`src/rtl/user_io_pkg.sv`:
```
// -----------------------------------------------------------------------------
// user_io_pkg
// Shared definitions for the user I/O pad controller:
//   - register offsets within the 256-byte Wishbone window
//   - reset values of the architectural registers
//   - word-index helper that tells a LO word (bits 31:0) from a HI word
//     (bits 63:32) of a 64-bit register pair
// Optional feature macro used by the importing files: USER_IO_LOOPBACK_EN
// -----------------------------------------------------------------------------
package user_io_pkg;

    localparam int WORD_W = 32;
    localparam int REG_W  = 64;

    // Register offsets (byte address bits 7:0)
    localparam logic [7:0] OFF_OUT_LO      = 8'h00;
    localparam logic [7:0] OFF_OUT_HI      = 8'h04;
    localparam logic [7:0] OFF_OEB_LO      = 8'h08;
    localparam logic [7:0] OFF_OEB_HI      = 8'h0C;
    localparam logic [7:0] OFF_IN_LO       = 8'h10;
    localparam logic [7:0] OFF_IN_HI       = 8'h14;
    localparam logic [7:0] OFF_IRQ_EN_LO   = 8'h18;
    localparam logic [7:0] OFF_IRQ_EN_HI   = 8'h1C;
    localparam logic [7:0] OFF_IRQ_STAT_LO = 8'h20;
    localparam logic [7:0] OFF_IRQ_STAT_HI = 8'h24;
    localparam logic [7:0] OFF_EDGE_LO     = 8'h28;
    localparam logic [7:0] OFF_EDGE_HI     = 8'h2C;
    localparam logic [7:0] OFF_CTRL        = 8'h30;

    // Reset values before masking to the implemented pin count
    localparam logic [REG_W-1:0] RST_OUT      = '0;
    localparam logic [REG_W-1:0] RST_OEB      = '1;  // every pad an input
    localparam logic [REG_W-1:0] RST_IRQ_EN   = '0;
    localparam logic [REG_W-1:0] RST_IRQ_STAT = '0;
    localparam logic [REG_W-1:0] RST_EDGE     = '1;  // every pin rising-edge
    localparam logic             RST_CTRL     = 1'b0;

    // 1 when the low offset bits address the HI word of an aligned pair.
    function automatic logic word_idx(input logic [2:0] off_lo);
        return off_lo[2] & (off_lo[1:0] == 2'b00);
    endfunction

endpackage

```
`src/rtl/user_io_sync.sv`:
```
// -----------------------------------------------------------------------------
// user_io_sync
// Multi-flop synchroniser for asynchronous pad inputs followed by a one-cycle
// delayed copy, producing per-bit rising and falling edge strobes.
// The chain carries pure data and is not reset; it flushes itself within
// SYNC_STAGES+1 clocks.
// Ports:
//   i_clk   clock
//   i_d     asynchronous input bits            [WIDTH]
//   o_q     synchronised value (last stage)    [WIDTH]
//   o_rise  o_q & ~previous o_q                [WIDTH]
//   o_fall  ~o_q & previous o_q                [WIDTH]
// -----------------------------------------------------------------------------
module user_io_sync #(
    parameter int WIDTH       = 38,
    parameter int SYNC_STAGES = 2
) (
    input  logic             i_clk,
    input  logic [WIDTH-1:0] i_d,
    output logic [WIDTH-1:0] o_q,
    output logic [WIDTH-1:0] o_rise,
    output logic [WIDTH-1:0] o_fall
);

    logic [WIDTH-1:0] r_sync [SYNC_STAGES];
    logic [WIDTH-1:0] r_prev;

    // Synchroniser chain, then one delayed copy of the settled value
    always_ff @(posedge i_clk) begin
        r_sync[0] <= i_d;
        for (int i = 1; i < SYNC_STAGES; i++) begin
            r_sync[i] <= r_sync[i-1];
        end
        r_prev <= r_sync[SYNC_STAGES-1];
    end

    assign o_q    = r_sync[SYNC_STAGES-1];
    assign o_rise = r_sync[SYNC_STAGES-1] & ~r_prev;
    assign o_fall = ~r_sync[SYNC_STAGES-1] & r_prev;

endmodule

```
`src/rtl/user_io_ctrl.sv`:
```
// -----------------------------------------------------------------------------
// user_io_ctrl
// Wishbone-mapped controller for the user I/O pads: per-pin output data,
// active-low output enable, synchronised input readback and edge-detect
// interrupts reported on user_irq[0].
// Optional feature: define USER_IO_LOOPBACK_EN to implement CTRL[0] (LOOP),
// which drives io_out from the synchronised inputs and reports LOOP on
// user_irq[1]. Without the macro CTRL reads 0 and io_out always follows OUT.
// Ports:
//   wb_clk_i            clock
//   wb_rst_i            synchronous active-high reset
//   wbs_stb_i/cyc_i/we_i Wishbone classic strobe / cycle / write enable
//   wbs_sel_i   [4]     byte selects
//   wbs_dat_i   [32]    write data
//   wbs_adr_i   [32]    byte address
//   wbs_ack_o           registered one-cycle acknowledge
//   wbs_dat_o   [32]    registered read data, 0 outside the ack cycle
//   io_in       [NUM_IO] asynchronous pad inputs
//   io_out      [NUM_IO] pad output data
//   io_oeb      [NUM_IO] pad output enable, active-low
//   user_irq    [3]     {0, LOOP, edge interrupt}
// -----------------------------------------------------------------------------
module user_io_ctrl
    import user_io_pkg::*;
#(
    parameter int          NUM_IO      = 38,
    parameter logic [31:0] ADDR_BASE   = 32'h3000_0000,
    parameter int          SYNC_STAGES = 2
) (
    input  logic              wb_clk_i,
    input  logic              wb_rst_i,
    input  logic              wbs_stb_i,
    input  logic              wbs_cyc_i,
    input  logic              wbs_we_i,
    input  logic [3:0]        wbs_sel_i,
    input  logic [31:0]       wbs_dat_i,
    input  logic [31:0]       wbs_adr_i,
    output logic              wbs_ack_o,
    output logic [31:0]       wbs_dat_o,
    input  logic [NUM_IO-1:0] io_in,
    output logic [NUM_IO-1:0] io_out,
    output logic [NUM_IO-1:0] io_oeb,
    output logic [2:0]        user_irq
);

    // Mask of the pins that exist; bits at or above NUM_IO are held at 0
    // in every register, so they read back 0 and writes leave them alone.
    localparam logic [REG_W-1:0] VALID_MASK =
        (NUM_IO >= REG_W) ? {REG_W{1'b1}} : ((64'd1 << NUM_IO) - 64'd1);

    // Architectural registers, always held at full 64-bit width
    logic [REG_W-1:0]  r_out;
    logic [REG_W-1:0]  r_oeb;
    logic [REG_W-1:0]  r_irq_en;
    logic [REG_W-1:0]  r_irq_stat;
    logic [REG_W-1:0]  r_edge;
    logic              r_irq0;
    logic              r_ack;
    logic [WORD_W-1:0] r_dat;

    logic [NUM_IO-1:0] w_in;
    logic [NUM_IO-1:0] w_rise;
    logic [NUM_IO-1:0] w_fall;
    logic [REG_W-1:0]  w_in64;
    logic [REG_W-1:0]  w_rise64;
    logic [REG_W-1:0]  w_fall64;
    logic [REG_W-1:0]  w_evt64;
    logic [REG_W-1:0]  w_clr64;
    logic [WORD_W-1:0] w_bmask;
    logic [WORD_W-1:0] w_rdata;
    logic [7:0]        w_off;
    logic              w_hit;
    logic              w_wr;
    logic              w_rd;
    logic              w_hi;
    logic              w_stat_wr;
    logic              w_loop;

    // Byte-masked update of one 32-bit half of a 64-bit register pair.
    function automatic logic [REG_W-1:0] merge_word(
        input logic [REG_W-1:0]  cur,
        input logic              hi,
        input logic [WORD_W-1:0] dat,
        input logic [WORD_W-1:0] bm
    );
        logic [REG_W-1:0] res;
        res = cur;
        if (hi) begin
            res[63:32] = (cur[63:32] & ~bm) | (dat & bm);
        end else begin
            res[31:0]  = (cur[31:0] & ~bm) | (dat & bm);
        end
        return res & VALID_MASK;
    endfunction

    // ------------------------------------------------------------------
    // Input synchroniser and edge detection
    // ------------------------------------------------------------------
    user_io_sync #(
        .WIDTH       (NUM_IO),
        .SYNC_STAGES (SYNC_STAGES)
    ) u_sync (
        .i_clk  (wb_clk_i),
        .i_d    (io_in),
        .o_q    (w_in),
        .o_rise (w_rise),
        .o_fall (w_fall)
    );

    always_comb begin
        w_in64   = '0;
        w_rise64 = '0;
        w_fall64 = '0;
        w_in64[NUM_IO-1:0]   = w_in;
        w_rise64[NUM_IO-1:0] = w_rise;
        w_fall64[NUM_IO-1:0] = w_fall;
    end

    // EDGE selects, per pin, which transition raises the status bit
    assign w_evt64 = (r_edge & w_rise64) | (~r_edge & w_fall64);

    // ------------------------------------------------------------------
    // Bus decode
    // ------------------------------------------------------------------
    // Gating on !ack keeps a strobe that is still high during the ack cycle
    // from being taken as a second access.
    assign w_hit   = wbs_stb_i & wbs_cyc_i & ~r_ack &
                     (wbs_adr_i[31:8] == ADDR_BASE[31:8]);
    assign w_wr    = w_hit & wbs_we_i;
    assign w_rd    = w_hit & ~wbs_we_i;
    assign w_off   = wbs_adr_i[7:0];
    assign w_hi    = word_idx(w_off[2:0]);
    assign w_bmask = {{8{wbs_sel_i[3]}}, {8{wbs_sel_i[2]}},
                      {8{wbs_sel_i[1]}}, {8{wbs_sel_i[0]}}};

    assign w_stat_wr = w_wr & ((w_off == OFF_IRQ_STAT_LO) | (w_off == OFF_IRQ_STAT_HI));

    always_comb begin
        w_clr64 = '0;
        if (w_stat_wr) begin
            if (w_hi) begin
                w_clr64[63:32] = wbs_dat_i & w_bmask;
            end else begin
                w_clr64[31:0]  = wbs_dat_i & w_bmask;
            end
        end
        w_clr64 = w_clr64 & VALID_MASK;
    end

    always_comb begin
        w_rdata = '0;
        case (w_off)
            OFF_OUT_LO:      w_rdata = r_out[31:0];
            OFF_OUT_HI:      w_rdata = r_out[63:32];
            OFF_OEB_LO:      w_rdata = r_oeb[31:0];
            OFF_OEB_HI:      w_rdata = r_oeb[63:32];
            OFF_IN_LO:       w_rdata = w_in64[31:0];
            OFF_IN_HI:       w_rdata = w_in64[63:32];
            OFF_IRQ_EN_LO:   w_rdata = r_irq_en[31:0];
            OFF_IRQ_EN_HI:   w_rdata = r_irq_en[63:32];
            OFF_IRQ_STAT_LO: w_rdata = r_irq_stat[31:0];
            OFF_IRQ_STAT_HI: w_rdata = r_irq_stat[63:32];
            OFF_EDGE_LO:     w_rdata = r_edge[31:0];
            OFF_EDGE_HI:     w_rdata = r_edge[63:32];
            OFF_CTRL:        w_rdata = {31'd0, w_loop};
            default:         w_rdata = '0;
        endcase
    end

    // ------------------------------------------------------------------
    // Register file, handshake and interrupt output
    // ------------------------------------------------------------------
    always_ff @(posedge wb_clk_i) begin
        if (wb_rst_i) begin
            r_ack      <= 1'b0;
            r_dat      <= '0;
            r_irq0     <= 1'b0;
            r_out      <= RST_OUT & VALID_MASK;
            r_oeb      <= RST_OEB & VALID_MASK;
            r_irq_en   <= RST_IRQ_EN & VALID_MASK;
            r_irq_stat <= RST_IRQ_STAT & VALID_MASK;
            r_edge     <= RST_EDGE & VALID_MASK;
        end else begin
            r_ack <= w_hit;
            r_dat <= w_rd ? w_rdata : '0;

            // A new event wins over a W1C of the same bit in the same cycle
            r_irq_stat <= ((r_irq_stat & ~w_clr64) | w_evt64) & VALID_MASK;

            // Sees the status one clock after it was updated
            r_irq0 <= |(r_irq_stat & r_irq_en);

            if (w_wr) begin
                case (w_off)
                    OFF_OUT_LO, OFF_OUT_HI:
                        r_out <= merge_word(r_out, w_hi, wbs_dat_i, w_bmask);
                    OFF_OEB_LO, OFF_OEB_HI:
                        r_oeb <= merge_word(r_oeb, w_hi, wbs_dat_i, w_bmask);
                    OFF_IRQ_EN_LO, OFF_IRQ_EN_HI:
                        r_irq_en <= merge_word(r_irq_en, w_hi, wbs_dat_i, w_bmask);
                    OFF_EDGE_LO, OFF_EDGE_HI:
                        r_edge <= merge_word(r_edge, w_hi, wbs_dat_i, w_bmask);
                    default: ;
                endcase
            end
        end
    end

`ifdef USER_IO_LOOPBACK_EN
    logic r_loop;

    always_ff @(posedge wb_clk_i) begin
        if (wb_rst_i) begin
            r_loop <= RST_CTRL;
        end else if (w_wr && (w_off == OFF_CTRL) && wbs_sel_i[0]) begin
            r_loop <= wbs_dat_i[0];
        end
    end

    assign w_loop = r_loop;
    assign io_out = r_loop ? w_in : r_out[NUM_IO-1:0];
`else
    assign w_loop = 1'b0;
    assign io_out = r_out[NUM_IO-1:0];
`endif

    assign io_oeb    = r_oeb[NUM_IO-1:0];
    assign wbs_ack_o = r_ack;
    assign wbs_dat_o = r_dat;
    assign user_irq  = {1'b0, w_loop, r_irq0};

endmodule

```
`config.mk`:
```
export PLATFORM = sky130hd
export DESIGN_NAME = user_io_ctrl
export DESIGN_NICKNAME = d
export VERILOG_FILES = /design/src/rtl/user_io_pkg.sv /design/src/rtl/user_io_sync.sv /design/src/rtl/user_io_ctrl.sv
export SDC_FILE = /design/constraint.sdc
export NUM_CORES = 1
export LEC_CHECK = 0
export CAP_MARGIN = 20
export CELL_PAD_IN_SITES_DETAIL_PLACEMENT = 1
export CELL_PAD_IN_SITES_GLOBAL_PLACEMENT = 1
export CORE_UTILIZATION = 30
export CTS_CLUSTER_DIAMETER = 50
export DETAILED_ROUTE_END_ITERATION = 8
export PLACE_DENSITY = 0.69
export SLEW_MARGIN = 20
export SYNTH_ARGS = -nofsm -noshare
export SYNTH_HDL_FRONTEND = slang
export SYNTH_SLANG_ARGS = --single-unit
```
`constraint.sdc`:
```
create_clock -name wb_clk_i -period 5.3 [get_ports wb_clk_i]
set_input_delay 0.795 -clock wb_clk_i [delete_from_list [all_inputs] [get_ports wb_clk_i]]
set_output_delay 0.795 -clock wb_clk_i [all_outputs]
set_load 0.01 [all_outputs]
```
==> results of run 1 <==
## power breakdown
group          internal [mW]  switching [mW]
sequential              2.61          0.0535
combinational          0.117           0.143
clock                   1.77            1.15
total                   4.50            1.35
## worst max-delay path, delay by kind of cell
| family | cells | cell delay [ns] |
|---|---|---|
| buffers and inverters | 1 | 0.94 |
| muxes | 1 | 0.41 |
| and+or+nand+nor | 4 | 1.96 |
## stage by stage
step                      worst slack, ns  cell area [µm²]  power (mW)  util (%)
after floorplan                      2.56            12800        2.81         -
after global placement               1.21            15600        2.97      37.1
after detailed placement             1.12            15600        2.97      37.1
after CTS                            1.69            17000        5.91      40.5
after global routing                 1.59            17000        6.04      40.5
final                                1.62            17000        5.85      40.5
## area by class of cell
| class | count | area (µm²) |
|---|---|---|
| Fill cell | 4758 | 25000 |
| Sequential cell | 338 | 6770 |
| Multi-Input combinational cell | 913 | 5760 |
| Timing Repair Buffer | 243 | 2390 |
| Clock buffer | 54 | 1140 |
| Tap cell | 539 | 674 |
| Clock inverter | 19 | 275 |
| Inverter | 6 | 22.5 |
## synth_stat cells (7+ instances only)
cell / number / area (µm²)
a211o_1: 13 / 114
a21oi_1: 88 / 440
a221oi_1: 9 / 78.8
a22o_1: 32 / 280
a22oi_1: 79 / 593
a31oi_1: 32 / 200
and2_1: 7 / 43.8
buf_2: 8 / 40.0
clkbuf_1: 75 / 282
dfxtp_1: 338 / 6770
mux2i_1: 141 / 1410
nand2_1: 82 / 308
nand3_1: 14 / 70.1
nand4_1: 41 / 257
nor2_1: 270 / 1010
nor2_8: 8 / 160
nor4_1: 7 / 43.8
o21ai_0: 43 / 215
## cells by family (layout without fill, tap and decap cells)
group | count (synthesis) | count (layout) | synth area share (%)
buffers and inverters | 95 | 322 | 2.94
flip-flops | 338 | 338 | 52.7
multiplexers | 146 | 146 | 11.5
AND/OR/NAND/NOR | 466 | 466 | 17.6
other | 1 | 2 | 0.0292
AO/OA/AOI/OAI | 299 | 299 | 15.2
## how the worst max path moves through the flow
| stage | end | start | slack, ns |
|---|---|---|---|
| after global placement | wbs_dat_o[7] | wbs_adr_i[3] | 1.21 |
| after floorplan | flop | wbs_adr_i[19] | 2.56 |
| after CTS | flop | wbs_adr_i[3] | 1.69 |
| after global routing | flop | wbs_adr_i[3] | 1.59 |
| final | flop | wbs_adr_i[3] | 1.62 |
| after detailed placement | flop | wbs_adr_i[3] | 1.12 |
## routing by layer
layer	GRT usage [%]	up-vias	share of wire, %
li1	-	5198	-
met1	27.8	5616	43
met2	36.1	360	47
met3	3.98	98	6.1
met4	7.68	2	2.9
met5	0	-	0.021
## cell usage in the layout, fill, tap and decap left out, types with 2 or more instances in the layout
cell	count
nor4_2	2
conb_1	2
nand4_1	41
nand4_2	4
mux2_2	4
clkbuf_1	8
bufinv_16	5
and3_1	5
and2_1	7
clkinvlp_4	4
nor2_2	2
a21oi_1	88
nor4b_2	2
a22oi_1	79
nor2_8	8
nor4b_4	2
nor4_1	5
nand2_1	82
a22o_1	32
nor4_4	2
a31oi_1	32
or3_1	2
a221oi_1	9
nor3_4	3
clkinv_4	2
mux2i_1	141
or4_1	2
nand3_1	14
clkbuf_16	42
buf_4	22
dfxtp_1	338
inv_1	6
inv_6	3
nor3_1	3
o21ai_0	43
a211o_1	13
clkinv_2	3
clkdlybuf4s50_1	219
nor2_1	268
clkbuf_8	4
==> run_results.csv, run 1 <==
group,metric,value,unit
outcome,outcome,"finished clean",
clock_network,htreeDepth,2,
clock_network,clk_pin_slew,0.06,ns
yosys,synth_edf_count,0,
global_routing,grt_pass1_vias,11700,
timing,period_share,69.5,%
timing,timing.fmax,271,MHz
die,start_util,30.6,%
layout,final_cells,2112,
worst_setup_path,criticalPathCategory,"input port to flop",
die,num_rows,75,
timing,rsz0062_at_grt,"false",
routing,drt-initial-drc-count,804,
layout,drive_above_1_share,7.76,%
yosys,netlist_area,12800,µm²
clock_network,cts_tree,"yes",
global_routing,grt_overflow_total,0,
timing,worstMarginPinSlew,1.01,ns
yosys,yosysWarnings,0,
yosys,ys_ff_latch,338,
worst_setup_path,crit_chain,"clkdlybuf4s50_1 > or3b_1 > nor4_1 > nand4_1 > mux2i_1 > nor2_1",
routing,vias,11300,
hold_path,hold_path.startpoint,"u_sync.r_sync[0][37]",
worst_setup_path,r2r_cells,6,
layout,diodes,0,
worst_setup_path,r2r_end,"wbs_dat_o[4]",
clock_network,cts_buffers,41,
clock_network,cts_max_path_buffers,3,
yosys,post_synth.cell_area_avg,9.55,µm²
clock_network,post_cts_buffers,0,
worst_setup_path,end_kind,"flop",
yosys,ys_async_sr_fraction,0,%
routing,drtPass1Iterations,6,
worst_setup_path,cp_max_fo,15,
timing,finalClockSkew,0.0158,ns
yosys,synth_cell_types,49,
routing,routed_via_density,5.34,
clock_network,cts_hold_buf,0,
timing,setup_viol,0,
placement,dpl.cell_count,2039,
placement,portBuffers,220,
job,maxCapViolCount,0,
worst_setup_path,rrSetupSlack,2.22,ns
worst_setup_path,slowest_delay,0.94,ns
layout,syn_to_final_growth,32.5,%
worst_setup_path,crit_arrival,4.10,ns
timing,final.min_clock_period,3.68,ns
timing,finalSetupTns,0,ns
die,die_h,209,µm
clock_network,insertion_delay,0.57,ns
clock_network,cts-root-buf,"clkbuf_16",
power_and_ir_drop,p_leak,6.70,nW
global_routing,grt_max_degree,102,
routing,routedWlPerCell,22.5,µm
power_and_ir_drop,powerDensity,344,nW/µm²
yosys,netlist_instances,1345,
yosys,seq_area_frac_synth,52.7,%
timing,slew_viol_final,0,
global_routing,grt_use_total,21.6,%
routing,wl,47.6,mm
global_routing,antenna_found_initial,2,
worst_setup_path,cp-start-kind,"input port",
layout,nets,1654,
die,core_area,42000,µm²
die,die_width,209,µm
placement,gp_congestion,0.815,
worst_setup_path,worstPathRequired,5.72,ns
clock_network,cts_sinks,338,
routing,ant_nets,0,
routing,drc,0,
global_routing,grt_pass1_wl,72.2,mm
clock_network,cts_resized,0,
worst_setup_path,rr_startpoint,"wbs_ack_o",
timing,whs,0.318,ns
die,pin_count,223,
timing,hold_viol,0,
hold_path,hold_end,"u_sync.r_sync[0][75]",
worst_setup_path,critPathSlowestCell,"clkdlybuf4s50_1",
die,die-area,43600,µm²
placement,dpl.hpwl,32.6,mm
timing,slew_headroom,32.7,%
hold_path,hold_path_depth,0,
hold_path,hp-class,"flop to flop",
yosys,synth_flop_cell,"dfxtp_1",
power_and_ir_drop,ir_drop,0.000181,V
Power figures use the tool's default switching activity.
==> inputs of run 2 (changes only) <==
clock period = 3.9 ns   (was 5.3 ns; I/O delays follow)
==> run 2 against run 1 <==
Sequential cell count is the same. Clock power grew 44%. Sequential share of layout area shrank 0.62 points. Combinational power grew 38%. Setup slack lost 0.80 ns. Clock skew is essentially flat. Cell count grew 0.95%. Largest power group unchanged. Highest routed layer unchanged.
==> run_results.csv, run 2 (synthesis results as in run 1) <==
group,metric,value,unit
timing,hold_viol,0,
routing,drt-initial-drc-count,743,
timing,finalClockSkew,0.0160,ns
worst_setup_path,rr_startpoint,"wbs_ack_o",
clock_network,clk_pin_slew,0.06,ns
hold_path,hp-class,"flop to flop",
timing,timing.fmax,324,MHz
routing,drtPass1Iterations,4,
layout,fin_area,17300,µm²
layout,syn_to_final_growth,34.6,%
global_routing,antenna_found_initial,1,
routing,drc,0,
timing,finalWorstSetupSlack,0.812,ns
clock_network,cts_hold_buf,0,
routing,vias,11400,
timing,finalSetupTns,0,ns
global_routing,grt_pass1_vias,12000,
die,die-area,43600,µm²
clock_network,cts-root-buf,"clkbuf_16",
power_and_ir_drop,finalPower,8.21,mW
die,num_rows,75,
worst_setup_path,critPathSlowestCell,"nor2b_1",
global_routing,grt_use_total,22.3,%
clock_network,cts_sinks,338,
placement,post_dp_cell_area,15800,µm²
worst_setup_path,rrSetupSlack,1.54,ns
worst_setup_path,slowest_delay,0.84,ns
power_and_ir_drop,pwr-share-comb,4.4,%
worst_setup_path,r2r_end,"wbs_dat_o[12]",
global_routing,grt_pass1_wl,74.1,mm
clock_network,post_cts_buffers,0,
hold_path,hold_end,"u_sync.r_sync[0][74]",
routing,ant_nets,0,
power_and_ir_drop,p_leak,6.86,nW
die,core_area,42000,µm²
worst_setup_path,crit_family,"simple AND/OR/NAND/NOR gates",
layout,final_cell_mix,"dfxtp_1 (338), nor2_1 (268), clkdlybuf4s50_1 (219)",
layout,diodes,0,
placement,gp_congestion,0.832,
clock_network,htreeDepth,2,
timing,final.min_clock_period,3.09,ns
clock_network,insertion_delay,0.57,ns
worst_setup_path,r2r_cells,7,
worst_setup_path,worstPathRequired,4.37,ns
hold_path,hold_path.startpoint,"u_sync.r_sync[0][36]",
power_and_ir_drop,powerDensity,475,nW/µm²
timing,period_share,79.2,%
global_routing,grt_max_degree,117,
placement,pre_cts_ws,0.264,ns
clock_network,cts_resized,0,
die,start_util,30.6,%
timing,slew_viol_final,0,
outcome,outcome,"finished clean",
die,die_width,209,µm
timing,rsz0062_at_grt,"false",
layout,layout_commonest_cell,"dfxtp_1",
power_and_ir_drop,ir_drop,0.000312,V
worst_setup_path,crit_arrival,3.56,ns
hold_path,hold_path_depth,0,
layout,drive_above_1_share,9.29,%
worst_setup_path,end_kind,"flop",
worst_setup_path,crit_chain,"clkdlybuf4s50_1 > nor3b_2 > nor2b_1 > nand3_4 > nor2_8 > mux2i_1",
job,maxCapViolCount,0,
power_and_ir_drop,seq_power_share,44.1,%
worst_setup_path,cp_max_fo,10,
layout,nets,1671,
worst_setup_path,cp-start-kind,"input port",
power_and_ir_drop,p_sw_share,22.5,%
die,die_h,209,µm
layout,fin_util,41.1,%
power_and_ir_drop,clock_power_share,51.5,%
power_and_ir_drop,power.switching,1.84,mW
worst_setup_path,critical_path_buf_inv_count,1,
clock_network,cts_max_path_buffers,3,
worst_setup_path,criticalPathCategory,"input port to flop",
power_and_ir_drop,internal_power,6.37,mW
placement,portBuffers,220,
global_routing,grt_overflow_total,0,
routing,wl,48.9,mm
routing,routed_via_density,5.33,
timing,worstMarginPinSlew,1.08,ns
clock_network,cts_buffers,42,
timing,setup_viol,0,
clock_network,cts_tree,"yes",
die,pin_count,223,
placement,dpl.hpwl,33.6,mm
routing,routedWlPerCell,22.9,µm
timing,slew_headroom,27.7,%
-- run 2: cell types whose count changed in the layout (fill, tap and decap cells not counted), sizes merged --
cell    change
buf        +16
clkbuf      +5
inv         -1
-- run 2: through the flow --
| stage | hold WS, ns | std cells |
|---|---|---|
| 6_report | 0.327 | 2132 |
| 5_1_grt | 0.333 | 2132 |
| 4_1_cts | 0.327 | 2132 |
| 3_5_place_dp | 0.313 | 2055 |
| 3_3_place_gp | 0.313 | 2055 |
| 2_1_floorplan | 0.310 | 1346 |
-- run 2: layout make-up --
type | instances | area (µm²)
Clock buffer | 59 | 1300
Clock inverter | 18 | 236
Fill cell | 4705 | 24800
Inverter | 6 | 22.5
Multi-Input combinational cell | 913 | 5760
Sequential cell | 338 | 6770
Tap cell | 539 | 674
Timing Repair Buffer | 259 | 2530
-- run 2: worst max-delay path by stage --
stage                     slack (ns)           from  depth (start not counted)    to
after floorplan                 1.37  wbs_adr_i[19]                          6  flop
after global placement          0.46  wbs_adr_i[19]                          5  flop
after detailed placement        0.26   wbs_adr_i[1]                          6  flop
after CTS                       0.84   wbs_adr_i[0]                          6  flop
after global routing            0.62   wbs_adr_i[1]                          6  flop
final                           0.81   wbs_adr_i[0]                          6  flop
-- run 2: power groups by stage --
stage	registers (mW)	clock network, mW	logic, mW
6_report	3.62	4.23	0.361
5_1_grt	3.63	4.46	0.389
4_1_cts	3.62	4.30	0.361
3_5_place_dp	3.69	0	0.359
3_3_place_gp	3.69	0	0.351
2_1_floorplan	3.66	0	0.159
-- run 2: metal layers --
| layer | GRT usage (%) | up-vias | wire, µm |
|---|---|---|---|
| met5 | 0 | - | 9 |
| met4 | 7.91 | 2 | 1340 |
| met3 | 3.50 | 90 | 2630 |
| met2 | 37.4 | 343 | 23200 |
| met1 | 29.0 | 5686 | 21700 |
| li1 | - | 5243 | - |
==> inputs of run 3 (changes only) <==
PLACE_DENSITY = 0.71   (was 0.69)
clock period = 2.7 ns   (was 3.9 ns; I/O delays follow)
==> run 3 against run 2 <==
Register-to-register slack lost 0.85 ns. Wire length shrank 0.49%. Combinational power grew 54%. Clock power grew 27%. Clock skew shrank 0.00083 ns. Setup slack lost 0.40 ns. Sequential cell count is the same. Non-clock buffer count grew 38. Critical path type unchanged.
==> run_results.csv, run 3 (synthesis results as in run 1) <==
group,metric,value,unit
power_and_ir_drop,power.switching,2.65,mW
global_routing,grt_use_total,22.1,%
worst_setup_path,rrSetupSlack,0.69,ns
power_and_ir_drop,clock_power_share,48.1,%
layout,layout_commonest_cell,"dfxtp_1",
placement,post_dp_cell_area,16200,µm²
clock_network,cts_sinks,338,
routing,wl,48.6,mm
timing,setup_viol,0,
routing,vias,11600,
layout,final_cell_mix,"dfxtp_1 (338), nor2_1 (268), clkdlybuf4s50_1 (219)",
clock_network,post_cts_buffers,0,
placement,gp_congestion,0.839,
clock_network,cts_tree,"yes",
timing,finalSetupTns,0,ns
worst_setup_path,cp_max_fo,11,
routing,routed_via_density,5.37,
clock_network,cts_hold_buf,0,
worst_setup_path,criticalPathCategory,"input port to flop",
timing,worstMarginPinSlew,0.541,ns
timing,slew_headroom,63.9,%
global_routing,grt_overflow_total,0,
layout,nets,1708,
layout,fin_util,41.7,%
die,num_rows,75,
routing,routedWlPerCell,22.4,µm
clock_network,htreeDepth,2,
hold_path,hp-class,"input port to flop",
layout,fin_area,17500,µm²
layout,nFillCells,4723,
worst_setup_path,crit_chain,"clkdlybuf4s50_1 > or4_1 > buf_4 > nor4_1 > buf_4 > nand4_1 > buf_4 > a211o_1",
worst_setup_path,crit_arrival,2.73,ns
routing,drc,0,
placement,pre_cts_ws,-0.193,ns
layout,drive_above_1_share,10.8,%
power_and_ir_drop,p_leak,7.00,nW
routing,drtPass1Iterations,5,
clock_network,insertion_delay,0.56,ns
timing,rsz0062_at_grt,"false",
power_and_ir_drop,seq_power_share,46.9,%
outcome,outcome,"finished clean",
die,die-area,43600,µm²
global_routing,antenna_found_initial,1,
worst_setup_path,slowest_delay,0.62,ns
timing,final.min_clock_period,2.29,ns
clock_network,clk_pin_slew,0.06,ns
die,die_h,209,µm
power_and_ir_drop,internal_power,8.49,mW
worst_setup_path,crit_family,"simple AND/OR/NAND/NOR gates",
job,maxCapViolCount,0,
die,core_area,42000,µm²
worst_setup_path,critPathSlowestCell,"or4_1",
worst_setup_path,critical_path_buf_inv_count,4,
timing,finalWorstSetupSlack,0.413,ns
clock_network,cts-root-buf,"clkbuf_16",
die,pin_count,223,
clock_network,cts_max_path_buffers,3,
clock_network,cts_resized,0,
placement,dpl.hpwl,34.4,mm
power_and_ir_drop,powerDensity,635,nW/µm²
global_routing,grt_pass1_wl,73.6,mm
timing,timing.fmax,437,MHz
placement,portBuffers,220,
timing,slew_viol_final,0,
power_and_ir_drop,pwr-share-comb,5.0,%
layout,syn_to_final_growth,36.6,%
power_and_ir_drop,ir_drop,0.000429,V
die,die_width,209,µm
routing,ant_nets,0,
worst_setup_path,cpMostUsedCell,"buf_4",
worst_setup_path,end_kind,"flop",
clock_network,cts_buffers,41,
timing,finalClockSkew,0.0152,ns
timing,hold_viol,0,
power_and_ir_drop,p_sw_share,23.8,%
worst_setup_path,worstPathRequired,3.15,ns
global_routing,grt_pass1_vias,12000,
worst_setup_path,cp-start-kind,"input port",
routing,drt-initial-drc-count,791,
die,start_util,30.6,%
timing,period_share,84.7,%
global_routing,grt_max_degree,92,
layout,diodes,0,
==> run 3: cell count changes in the layout (fill, tap and decap cells not counted), sizes merged <==
cell	change
bufinv	-4
clkbuf	-2
buf	+38
clkinv	+3
inv	+5
clkinvlp	-4
==> run 3: worst reg2reg max path, stage by stage, from the launching register on <==
cell and delay [ns]:
dfxtp_1 0.31, nor4bb_1 0.26, and4_1 0.29, buf_4 0.26, nand3_4 0.10, buf_12 0.21, nor2_8 0.28, mux2i_1 0.22
==> run 3: final timing paths <==
| path | depth (start not counted) | endpoint | start |
|---|---|---|---|
| setup reg to reg | 7 | flop | wbs_ack_o |
| setup / recovery | 8 | flop | wbs_adr_i[19] |
| hold reg to reg | 0 | u_sync.r_sync[0][56] | u_sync.r_sync[0][18] |
| hold / removal | 2 | flop | wb_rst_i |
==> run 3: cell type report <==
| type | instances | area (µm²) | share of cell area, % |
|---|---|---|---|
| clock inverters | 18 | 165 | 0.942 |
| flip-flops and latches | 338 | 6770 | 38.6 |
| inverters | 6 | 22.5 | 0.128 |
| well taps | 539 | 674 | 3.85 |
| clock buffers | 57 | 1150 | 6.53 |
| repair buffers | 297 | 3010 | 17.1 |
| multi-input cells | 913 | 5760 | 32.8 |
==> run 3: power by group through the flow <==
| stage | Sequential (mW) | Clock [mW] | Combinational (mW) |
|---|---|---|---|
| 4_1_cts | 5.22 | 5.50 | 0.554 |
| 5_1_grt | 5.24 | 5.72 | 0.594 |
| 6_report | 5.23 | 5.36 | 0.555 |
| 2_1_floorplan | 5.29 | 0 | 0.230 |
| 3_5_place_dp | 5.33 | 0 | 0.550 |
| 3_3_place_gp | 5.33 | 0 | 0.535 |
==> run 3: per-stage QoR <==
step	std cells	hold slack, ns	power [mW]
6_report	2168	0.253	11.1
5_1_grt	2168	0.268	11.5
4_1_cts	2168	0.243	11.3
3_5_place_dp	2093	0.313	5.88
3_3_place_gp	2093	0.313	5.86
2_1_floorplan	1346	0.310	5.51
==> run 3: layer usage <==
layer	up-vias	track usage, %	part of all wire, %
met3	97	3.98	5.7
met4	2	8.34	2.9
met1	5829	28.9	44
met5	-	0	0.027
li1	5323	-	-
met2	390	36.2	47
